[src/rtl/dest_drain_pkg.sv]
// Shared types and constants for the destination drain.
// FSM states, default widths and header bit positions.
package dest_drain_pkg;

  localparam int DATA_W_DEF = 6;
  localparam int CNT_W_DEF  = 8;

  localparam int VC_BIT   = DATA_W_DEF - 1;
  localparam int DEST_BIT = DATA_W_DEF - 2;

  typedef enum logic [1:0] {
    S_IDLE,
    S_POP,
    S_WAIT,
    S_HOLD
  } state_t;

  function automatic int vc_idx(input int w);
    return w - 1;
  endfunction

  function automatic int dest_idx(input int w);
    return w - 2;
  endfunction

endpackage

[src/rtl/rr_arbiter2.sv]
// Two-request round-robin arbiter.
// Ports: req (2), upd (advance), gnt one-hot (2), ptr (1 = favour D1).
module rr_arbiter2 (
  input  logic       clk,
  input  logic       reset,
  input  logic [1:0] req,
  input  logic       upd,
  output logic [1:0] gnt,
  output logic       ptr
);

  always_comb begin
    gnt = 2'b00;
    unique case (1'b1)
      (req == 2'b11): gnt = ptr ? 2'b10 : 2'b01;
      (req == 2'b01): gnt = 2'b01;
      (req == 2'b10): gnt = 2'b10;
      default:        gnt = 2'b00;
    endcase
  end

  // After a grant the other source is favoured, so
  // ~ptr names the source just granted.
  always_ff @(posedge clk or posedge reset) begin
    if (reset) begin
      ptr <= 1'b0;
    end else if (upd) begin
      ptr <= gnt[0];
    end
  end

endmodule

[src/rtl/dest_drain.sv]
// Drains two destination FIFOs into one registered output stream.
// Ports: empties/read data in, pop strobes, drained word, counters, flags.
module dest_drain
  import dest_drain_pkg::*;
#(
  parameter int DATA_W = DATA_W_DEF,
  parameter int CNT_W  = CNT_W_DEF
) (
  input  logic              clk,
  input  logic              reset,
  input  logic              empty_D0,
  input  logic              empty_D1,
  input  logic [DATA_W-1:0] data_out0,
  input  logic [DATA_W-1:0] data_out1,
  output logic              pop_D0,
  output logic              pop_D1,
  input  logic              ready_in,
  output logic [DATA_W-1:0] data_drain,
  output logic              valid_drain,
  output logic [CNT_W-1:0]  cnt_D0,
  output logic [CNT_W-1:0]  cnt_D1,
  output logic              idle_drain,
  output logic              error_drain
);

  localparam int DB = dest_idx(DATA_W);

  state_t            state;
  state_t            nxt;
  logic              go_pop;
  logic              any;
  logic [1:0]        gnt;
  logic              ptr;
  logic              src;
  logic [DATA_W-1:0] word;

  assign any  = ~empty_D0 | ~empty_D1;
  // Pointer moves on the pop decision, so it
  // identifies the in-flight source until the next pop.
  assign src  = ~ptr;
  assign word = src ? data_out1 : data_out0;

  rr_arbiter2 u_arb (
    .clk   (clk),
    .reset (reset),
    .req   ({~empty_D1, ~empty_D0}),
    .upd   (go_pop),
    .gnt   (gnt),
    .ptr   (ptr)
  );

  always_comb begin
    nxt = state;
    unique case (state)
      S_IDLE: if (any) nxt = S_POP;
      S_POP:  nxt = S_WAIT;
      S_WAIT: nxt = S_HOLD;
      S_HOLD: begin
        if (ready_in) nxt = any ? S_POP : S_IDLE;
      end
      default: nxt = S_IDLE;
    endcase
  end

  assign go_pop = (nxt == S_POP);

  always_ff @(posedge clk or posedge reset) begin
    if (reset) begin
      state       <= S_IDLE;
      pop_D0      <= 1'b0;
      pop_D1      <= 1'b0;
      data_drain  <= '0;
      cnt_D0      <= '0;
      cnt_D1      <= '0;
      error_drain <= 1'b0;
    end else begin
      state  <= nxt;
      pop_D0 <= go_pop & gnt[0];
      pop_D1 <= go_pop & gnt[1];
      if (state == S_WAIT) begin
        data_drain <= word;
        if (word[DB] != src) error_drain <= 1'b1;
      end
      if (state == S_HOLD && ready_in) begin
        if (src) cnt_D1 <= cnt_D1 + CNT_W'(1);
        else     cnt_D0 <= cnt_D0 + CNT_W'(1);
      end
    end
  end

  assign valid_drain = (state == S_HOLD);
  assign idle_drain  = (state == S_IDLE) & empty_D0 & empty_D1;

endmodule

[config.mk]
export PLATFORM = sky130hd
export DESIGN_NAME = dest_drain
export DESIGN_NICKNAME = d
export VERILOG_FILES = /design/src/rtl/dest_drain_pkg.sv /design/src/rtl/rr_arbiter2.sv /design/src/rtl/dest_drain.sv
export SDC_FILE = /design/constraint.sdc
export NUM_CORES = 1
export LEC_CHECK = 0
export BUFFER_PORTS_ARGS = -buffer_cell sky130_fd_sc_hd__buf_4
export CORE_MARGIN = 10
export CORE_UTILIZATION = 44
export CTS_CLUSTER_SIZE = 20
export DETAILED_ROUTE_END_ITERATION = 8
export PLACE_DENSITY = 0.74
export REMOVE_ABC_BUFFERS = 1
export SLEW_MARGIN = 20
export SYNTH_ARGS = -nofsm -noshare
export SYNTH_HDL_FRONTEND = slang
export SYNTH_SLANG_ARGS = --single-unit
[constraint.sdc]
create_clock -name clk -period 1.3 [get_ports clk]
set_clock_uncertainty 0.05 [all_clocks]
set_input_delay 0.065 -clock clk [delete_from_list [all_inputs] [get_ports clk]]
set_output_delay 0.065 -clock clk [all_outputs]
set_load 0.02 [all_outputs]
==> qor.txt, run 1 <==
outcome -> complete, but fails checks
violated checks -> hold timing, setup timing
RSZ-0062 raised after global routing -> true
Period Utilization, post-route -> 1.05
commonest non-fill, non-tap cell in the layout -> buf_4
CP Class -> register to output port
Skew-Pair Late Insertion Delay -> 320 ps
Internal Power -> 2.51 mW
total die area -> 5590 um2
Critical-path top delay cell -> dfrtp_2
detailed-route via count -> 1101
Sink Count -> 28
mapped cell area -> 1320 um2
# H-tree levels -> 1
Final WS setup -> -59.1 ps
max incr delay on CP -> 450 ps
layout cells sized above 1 -> 0.439
area grow syn2layout -> 57.5%
placer's final routability congestion estimate -> 0.785
Crit Reg-Reg Endpoint -> u_arb.ptr
sequential share of power -> 0.346
worst hold endpoint -> data_drain[5]
RR Startpoint -> state[1]
Worst Setup Slack post-DPL -> -46.3 ps
Routed Antenna Nets -> 0
clock buffer depth -> 2
Inserted Clock Buffers -> 3
Switching Power -> 1.66 mW
WL per Instance -> 15.6 um
PortBufs -> 43
# IOs -> 44
CTS tree -> yes
DRC Markers -> 0
most frequent cells in the layout -> buf_4 (46), dfrtp_1 (24), nand2_1 (20), dlygate4sd3_1 (14), buf_6 (9)
filler-free cell count of the finished design -> 218
Routed WL -> 3.39 mm
All-Layer GR Usage -> 0.123
max-cap violation count -> 0
Final setup viols -> 2
Inst Count DP -> 194
hold_sp -> data_out0[5]
Reg clk slew, reported paths -> 150 ps
Post-Synthesis Cells -> 119
Crit path required time -> 1190 ps
Worst-Margin Slew -> 478 ps
switch share -> 0.399
Setup crit start kind -> register
flops & latches, synth -> 28
initial antenna violation count -> 0
LEAKAGE -> 1.01 nW
reg-to-reg slack, setup -> -30 ps
YS warnings -> 0
Final #Nets -> 207
TritonRoute pass-1 iters -> 4
slew margin rel. -> 0.678
cell mode on critical path -> buf_6
pwr dens -> 2010 nW/um2
CP Max Fanout -> 5
final slew viol count -> 0
height of the die -> 74.7 um
routed vias/inst -> 5.05
CP Capture Type -> output port
Antenna diodes -> 0
die width -> 74.7 um
reg2reg path depth -> 4
synth unique cells -> 29
critical-path cell list -> buf_6 > nor3_4 > buf_6
Filler Cell Count -> 208
Placeable Area -> 2810 um2
first-pass GRT wire length -> 5.51 mm
largest net degree at the start of global routing -> 29
vias in the first global route -> 1251
hold depth -> 3
initial core utilization -> 0.470
Fmax achieved -> 736 MHz
Seq/Total Area, Yosys -> 0.531
Rows -> 19
Power Total -> 4.17 mW
grt ovf -> 0
Comb pwr share -> 0.518
Avg Inst Size Synth -> 11.1 um2
Clock Root Buffer -> clkbuf_4
final hold viol count -> 1
hold slack -> -1.43 ps
clock network power share -> 0.136
1st-iter DRT viols -> 31
worst ir drop on vdd -> 1.23 mV
HP Class -> input port to register
min Tclk post-route -> 1360 ps
CP arrival -> 1240 ps
DPL Wire Length -> 2.27 mm
==> metrics by stage <==
| stage | area [um2] | utilization | hold slack (ps) | TNS, ps |
|---|---|---|---|---|
| 2_1_floorplan | 1280 | - | 80.4 | -472 |
| 3_3_place_gp | 1690 | 0.603 | 106 | -4.84 |
| 3_5_place_dp | 1690 | 0.603 | 111 | -163 |
| 4_1_cts | 1970 | 0.703 | 3.39 | -138 |
| 5_1_grt | 2080 | 0.740 | 2.77 | -366 |
| 6_report | 2080 | 0.740 | -1.43 | -85.4 |
==> cell usage after synthesis, drive strengths merged <==
master	n	area share
dfrtp	28	0.53
nand2	20	0.057
xnor2	8	0.053
nor3	7	0.027
mux2i	6	0.046
o21ai	6	0.023
xor2	6	0.040
buf	5	0.026
nand3	4	0.015
nor2	4	0.011
inv	3	0.0085
nand4	3	0.026
a21oi	2	0.0076
ha	2	0.019
nor2b	2	0.0095
nor4	2	0.019
o31ai	2	0.011
a21boi	1	0.0057
and2	1	0.0047
and4	1	0.0066
and4b	1	0.0076
mux2	1	0.011
nand2b	1	0.0047
nand4b	1	0.018
o21bai	1	0.0057
o22a	1	0.0066
==> critical path, delay by kind of cell, from the launching register on <==
family / cells / cell delay (ps)
simple gates: 1 / 190
flops: 1 / 450
buf+inv: 2 / 270
==> power groups by stage <==
stage	clock network [mW]	registers, mW	logic (mW)
after floorplan	0	1.77	0.637
after global placement	0	1.46	1.64
after detailed placement	0	1.48	1.69
after CTS	0.580	1.42	1.96
after global routing	0.609	1.48	2.33
final	0.569	1.44	2.16
==> metal layers <==
metal / up-vias / global-route usage / part of all wire
li1: 540 / - / -
met1: 525 / 0.132 / 0.42
met2: 34 / 0.216 / 0.48
met3: 2 / 0.0578 / 0.10
met4: 0 / 0.0315 / 0.0041
met5: - / 0 / 0
==> worst max-delay path by stage <==
stage,start,end
final,state[1],idle_drain
after global routing,state[0],idle_drain
after CTS,state[0],idle_drain
after detailed placement,state[1],data_drain[4]
after global placement,state[0],cnt_D0[7]
after floorplan,u_arb.ptr,cnt_D0[7]
==> flip-flops by register name, indices dropped and copies added (netlist names) <==
| name | count |
|---|---|
| data_drain | 6 |
| cnt_D0 | 8 |
| state | 2 |
| pop_D0 | 1 |
| pop_D1 | 1 |
| cnt_D1 | 8 |
| error_drain | 1 |
| u_arb.ptr | 1 |
==> layout make-up <==
cell class                 count  area, um2  share of cell area
sequential                    28        706               0.340
inverter                       3       11.3             0.00542
clock buffer                   3       22.5              0.0108
tap                           31       38.8              0.0187
clock inverter                 1       30.0              0.0145
multi-input combinational     83        682               0.328
timing repair buffer          69        587               0.283
==> timing repair <==
item / CTS / global route
buffers inserted: 5 / 1
pin swaps: 4 / 13
resized for setup: 11 / 23
hold buffers: 14 / 0
endpoints found under the hold margin: 37 / 0
setup endpoints to repair: 13 / 14
==> cells by family after synthesis <==
family / synth area share
AND/OR/NAND/NOR: 0.206
flip-flops: 0.531
XOR/XNOR: 0.0930
AO/OA/AOI/OAI: 0.0598
buffers and inverters: 0.0342
multiplexers: 0.0569
adder cells (fa/ha/maj): 0.0190
No activity file was read; power rests on OpenSTA's default activity.
==> run 2, diff against run 1 <==
ABC_AREA = 1   (was not set)
==> qor.txt, run 2 <==
routed vias/inst -> 4.92
Post-Synthesis Cells -> 159
Final #Nets -> 251
max-cap violation count -> 0
Setup crit start kind -> register
final slew viol count -> 0
most frequent cell after synthesis -> nand2_1
Routed Antenna Nets -> 0
Synth Flop Type -> dfrtp_1
Fmax achieved -> 746 MHz
Rows -> 19
Inst Count DP -> 235
RSZ-0062 raised after global routing -> true
Inserted Clock Buffers -> 3
Period Utilization, post-route -> 1.03
Placeable Area -> 2830 um2
YS warnings -> 0
Post-synth ARST share -> 1.00
min Tclk post-route -> 1340 ps
setup TNS -> -63.3 ps
slew margin rel. -> 0.683
# H-tree levels -> 1
CP Class -> register to output port
grt ovf -> 0
worst ir drop on vdd -> 1.26 mV
Switching Power -> 1.68 mW
CP Capture Type -> output port
EDFF count, synth -> 0
total die area -> 5620 um2
Final WS setup -> -40.0 ps
placer's final routability congestion estimate -> 0.800
Commonest cells post-synth -> nand2_1 (54), dfrtp_1 (28), inv_1 (19), nor2_1 (18), nand3_1 (8)
TritonRoute pass-1 iters -> 4
1st-iter DRT viols -> 61
clock buffer depth -> 2
WL per Instance -> 13.8 um
Seq/Total Area, Yosys -> 0.527
largest registers -> cnt_D0 (8), cnt_D1 (8), data_drain (6)
# IOs -> 44
most frequent cells in the layout -> nand2_1 (52), buf_4 (51), dfrtp_1 (25), inv_1 (17), nor2_1 (15)
vias in the first global route -> 1314
initial antenna violation count -> 0
sequential share of power -> 0.376
post-synth top area share -> 0.527
mapped cell area -> 1330 um2
Worst-Margin Slew -> 475 ps
Routed WL -> 3.62 mm
Sink Count -> 28
commonest non-fill, non-tap cell in the layout -> nand2_1
Antenna diodes -> 0
PortBufs -> 43
switch share -> 0.428
Finished Cell Area -> 2010 um2
Clock Root Buffer -> clkbuf_4
CTS tree -> yes
CP arrival -> 1230 ps
Internal Power -> 2.25 mW
Comb pwr share -> 0.513
final hold viol count -> 0
placed cell area -> 1720 um2
pwr dens -> 1950 nW/um2
LEAKAGE -> 1.02 nW
violated checks -> setup timing
area grow syn2layout -> 51.0%
first-pass GRT wire length -> 5.84 mm
Final setup viols -> 2
filler-free cell count of the finished design -> 262
height of the die -> 75.0 um
flops & latches, synth -> 28
clock network power share -> 0.111
All-Layer GR Usage -> 0.130
detailed-route via count -> 1289
Synth area leader -> dfrtp_1
layout cells sized above 1 -> 0.333
DPL Wire Length -> 2.58 mm
Avg Inst Size Synth -> 8.36 um2
initial core utilization -> 0.470
largest net degree at the start of global routing -> 19
Power Total -> 3.93 mW
Reg clk slew, reported paths -> 150 ps
synth unique cells -> 20
CP Max Fanout -> 3
DRC Markers -> 0
Skew-Pair Late Insertion Delay -> 340 ps
die width -> 75.0 um
outcome -> complete, but fails checks
HP Class -> input port to register
Area contributors post-synth -> dfrtp_1 (53%), nand2_1 (15%), inv_1 (5.4%), nor2_1 (5.1%), xnor2_1 (4.0%)
Crit path required time -> 1190 ps
==> run 2: cell types whose count changed after synthesis, moves of 6 or more <==
cell	previous run	this run
nor3_1	7	1
mux2i_1	6	0
inv_1	3	19
nor2_1	4	18
nand2_1	20	54
==> run 2: cell families (layout without fill, tap and decap cells) <==
logic type | count (synthesis) | count (layout) | synth area share
AO/OA/AOI/OAI | 10 | 10 | 0.0470
XOR/XNOR | 9 | 9 | 0.0593
adder cells (fa/ha/maj) | 2 | 2 | 0.0188
buffers and inverters | 22 | 93 | 0.0640
flip-flops | 28 | 28 | 0.527
multiplexers | 1 | 1 | 0.00847
AND/OR/NAND/NOR | 87 | 88 | 0.276
==> run 2: path summary, 6_finish.rpt <==
| check | slack, ps | from | depth (start not counted) | end |
|---|---|---|---|---|
| min in group asynchronous | 220 | reset | 3 | cnt_D1[7] |
| setup reg to reg | -20 | state[0] | 6 | cnt_D0[0] |
| setup / recovery | -40 | state[0] | 5 | idle_drain |
| hold / removal | 30 | empty_D0 | 4 | pop_D1 |
| max in group asynchronous | 500 | reset | 4 | cnt_D0[1] |
| hold reg to reg | 480 | error_drain | 1 | error_drain |
==> run 2: per-stage QoR <==
stage	hold slack, ps	worst slack, ps	utilization
after floorplan	80.4	-109	-
after global placement	51.8	113	0.609
after detailed placement	59.4	35.1	0.609
after CTS	16.3	-59.7	0.676
after global routing	49.3	-100	0.710
final	26.1	-40.0	0.710
==> run 2: metal layers <==
layer / part of all wire / track usage / vias to the layer above
met2: 0.49 / 0.226 / 42
met5: 0 / 0 / -
li1: - / - / 641
met3: 0.097 / 0.0499 / 3
met1: 0.41 / 0.144 / 603
met4: 0.0069 / 0.0378 / 0
==> run 2: power by group through the flow <==
stage | Clock [mW] | Combinational (mW) | Sequential, mW
floorplan | 0 | 0.671 | 1.75
global placement | 0 | 1.68 | 1.44
detailed placement | 0 | 1.74 | 1.47
finish | 0.436 | 2.01 | 1.48
CTS | 0.438 | 1.84 | 1.44
global route | 0.475 | 2.21 | 1.52
==> run 2: final cells by class <==
| cell class | instances | area, um2 |
|---|---|---|
| Tap cell | 31 | 38.8 |
| Fill cell | 214 | 821 |
| Clock buffer | 4 | 36.3 |
| Multi-Input combinational cell | 110 | 576 |
| Sequential cell | 28 | 704 |
| Inverter | 20 | 75.1 |
| Timing Repair Buffer | 69 | 578 |
==> run 2: critical path, cell delays in order, from the launching register on <==
cell     delay, ps
dfrtp_1        420
buf_6          130
inv_2           50
nand2_2         60
nor2_2         100
buf_6          130
==> run 2: timing repair <==
action | CTS | global route
gates cloned | 0 | 1
hold endpoints to repair | 18 | 0
setup buffers | 2 | 7
pin swaps | 1 | 4
endpoints found under the setup margin | 2 | 20
hold buffers | 13 | 0
resized for setup | 3 | 15
==> run 3, diff against run 2 <==
BUFFER_PORTS_ARGS = not set   (was -buffer_cell sky130_fd_sc_hd__buf_4)
CORE_UTILIZATION = 55   (was 44)
DONT_BUFFER_PORTS = 1   (was not set)
PLACE_DENSITY = 0.73   (was 0.74)
==> qor.txt, run 3 (same netlist as run 2, synthesis figures left out) <==
outcome -> complete, but fails checks
violated checks -> setup timing
CTS tree -> yes
Final #Nets -> 224
Setup crit start kind -> register
die width -> 69.2 um
CP Max Fanout -> 5
PortBufs -> 0
Internal Power -> 2.14 mW
pwr dens -> 2130 nW/um2
Comb pwr share -> 0.462
Power Total -> 3.88 mW
DRC Markers -> 0
first-pass GRT wire length -> 5.66 mm
routed vias/inst -> 5.44
filler-free cell count of the finished design -> 232
max-cap violation count -> 0
Crit path required time -> 1500 ps
CP arrival -> 1540 ps
placer's final routability congestion estimate -> 0.732
Inserted Clock Buffers -> 3
final slew viol count -> 0
area of the multi-input gates -> 581 um2
Rows -> 17
# IOs -> 44
Top Usage Layer GRT -> met2
sequential share of power -> 0.425
worst ir drop on vdd -> 1.56 mV
met3 usage -> 0.0456
vias in the first global route -> 1194
Switching Power -> 1.74 mW
CP Class -> register to register
All-Layer GR Usage -> 0.135
Filler Cell Count -> 154
TritonRoute pass-1 iters -> 4
most frequent cells in the layout -> nand2_1 (52), dfrtp_1 (25), buf_4 (21), inv_1 (17), dlygate4sd3_1 (16)
HP Class -> input port to async pin
LEAKAGE -> 0.887 nW
Routed WL -> 3.77 mm
register area -> 704 um2
min Tclk post-route -> 1340 ps
Period Utilization, post-route -> 1.03
Worst Setup Slack post-DPL -> 3.22 ps
Routed Antenna Nets -> 0
Final WS setup -> -42.5 ps
commonest non-fill, non-tap cell in the layout -> nand2_1
1st-iter DRT viols -> 75
Sink Count -> 28
area grow syn2layout -> 36.6%
DPL Wire Length -> 2.28 mm
final hold viol count -> 0
grt ovf -> 0
initial core utilization -> 0.590
CP Capture Type -> register
Fmax achieved -> 745 MHz
total die area -> 4790 um2
Clock Root Buffer -> clkbuf_4
WL per Instance -> 16.3 um
Skew-Pair Late Insertion Delay -> 330 ps
RSZ-0062 raised after global routing -> true
Reg clk slew, reported paths -> 160 ps
met1 Use GR -> 0.149
setup TNS -> -104 ps
clock network power share -> 0.113
slew margin rel. -> 0.765
Placeable Area -> 2250 um2
Final Core Density -> 0.806
Final setup viols -> 5
detailed-route via count -> 1263
Antenna diodes -> 0
Worst-Margin Slew -> 353 ps
switch share -> 0.447
height of the die -> 69.2 um
largest net degree at the start of global routing -> 29
met2 usage -> 0.245
# H-tree levels -> 1
Inst Count DP -> 201
initial antenna violation count -> 0
layout cells sized above 1 -> 0.240
clock buffer depth -> 2
largest registers -> cnt_D0 (8), cnt_D1 (8), data_drain (6)
==> run 3: cell count changes in the layout (fill, tap and decap cells not counted) <==
cell and delta:
inv_2 -1, buf_4 -30, nor2_2 +2, inv_4 +1
nor2_1 -2, dlygate4sd3_1 +3
==> run 3: stage by stage <==
stage | hold WS, ps | instance area [um2]
after global routing | 213 | 1820
after floorplan | 80.4 | 1320
final | 168 | 1820
after global placement | -8.76 | 1480
after CTS | 190 | 1700
after detailed placement | 0.328 | 1480
==> run 3: area by class of cell <==
class | instances | share of cell area
multi-input cells | 110 | 0.320
well taps | 28 | 0.0193
clock buffers | 4 | 0.0200
repair buffers | 42 | 0.211
inverters | 20 | 0.0427
flip-flops and latches | 28 | 0.388
==> run 3: routing by layer <==
metal / vias to the layer above / share of wire
met4: 0 / 0.0074
met5: - / 0
met1: 616 / 0.37
li1: 590 / -
met3: 4 / 0.073
met2: 53 / 0.55
==> run 3: worst paths after layout <==
| check | from | to | slack [ps] | depth (start not counted) |
|---|---|---|---|---|
| min reg2reg | cnt_D0[5] | cnt_D0[5] | 480 | 1 |
| min in group clk | data_out1[1] | data_drain[1] | 380 | 3 |
| max in group asynchronous | reset | u_arb.ptr | 750 | 3 |
| max | state[1] | cnt_D1[2] | -40 | 6 |
| min | reset | cnt_D1[6] | 170 | 3 |
| max reg2reg | state[1] | cnt_D1[2] | -40 | 6 |
==> run 3: critical path, cell delays in order, from the launching register on <==
cell and delay (ps):
dfrtp_2 470, buf_12 120, nand3_4 100, nor2_4 160, buf_6 130, nand2_1 60
xnor2_1 180
==> run 3: power groups by stage <==
stage	clock (mW)	sequential (mW)	combinational (mW)
finish	0.437	1.65	1.79
global placement	0	1.60	1.30
global route	0.474	1.68	1.95
floorplan	0	1.75	0.671
CTS	0.437	1.62	1.41
detailed placement	0	1.62	1.34
==> run 3: what timing repair did <==
action / in CTS / in global routing
gates resized for setup: 4 / 17
cloned: 0 / 1
hold endpoints to repair: 46 / 0
endpoints found under the setup margin: 2 / 22
hold buffers: 16 / 0
pin swaps: 1 / 4
setup buffers: 1 / 9
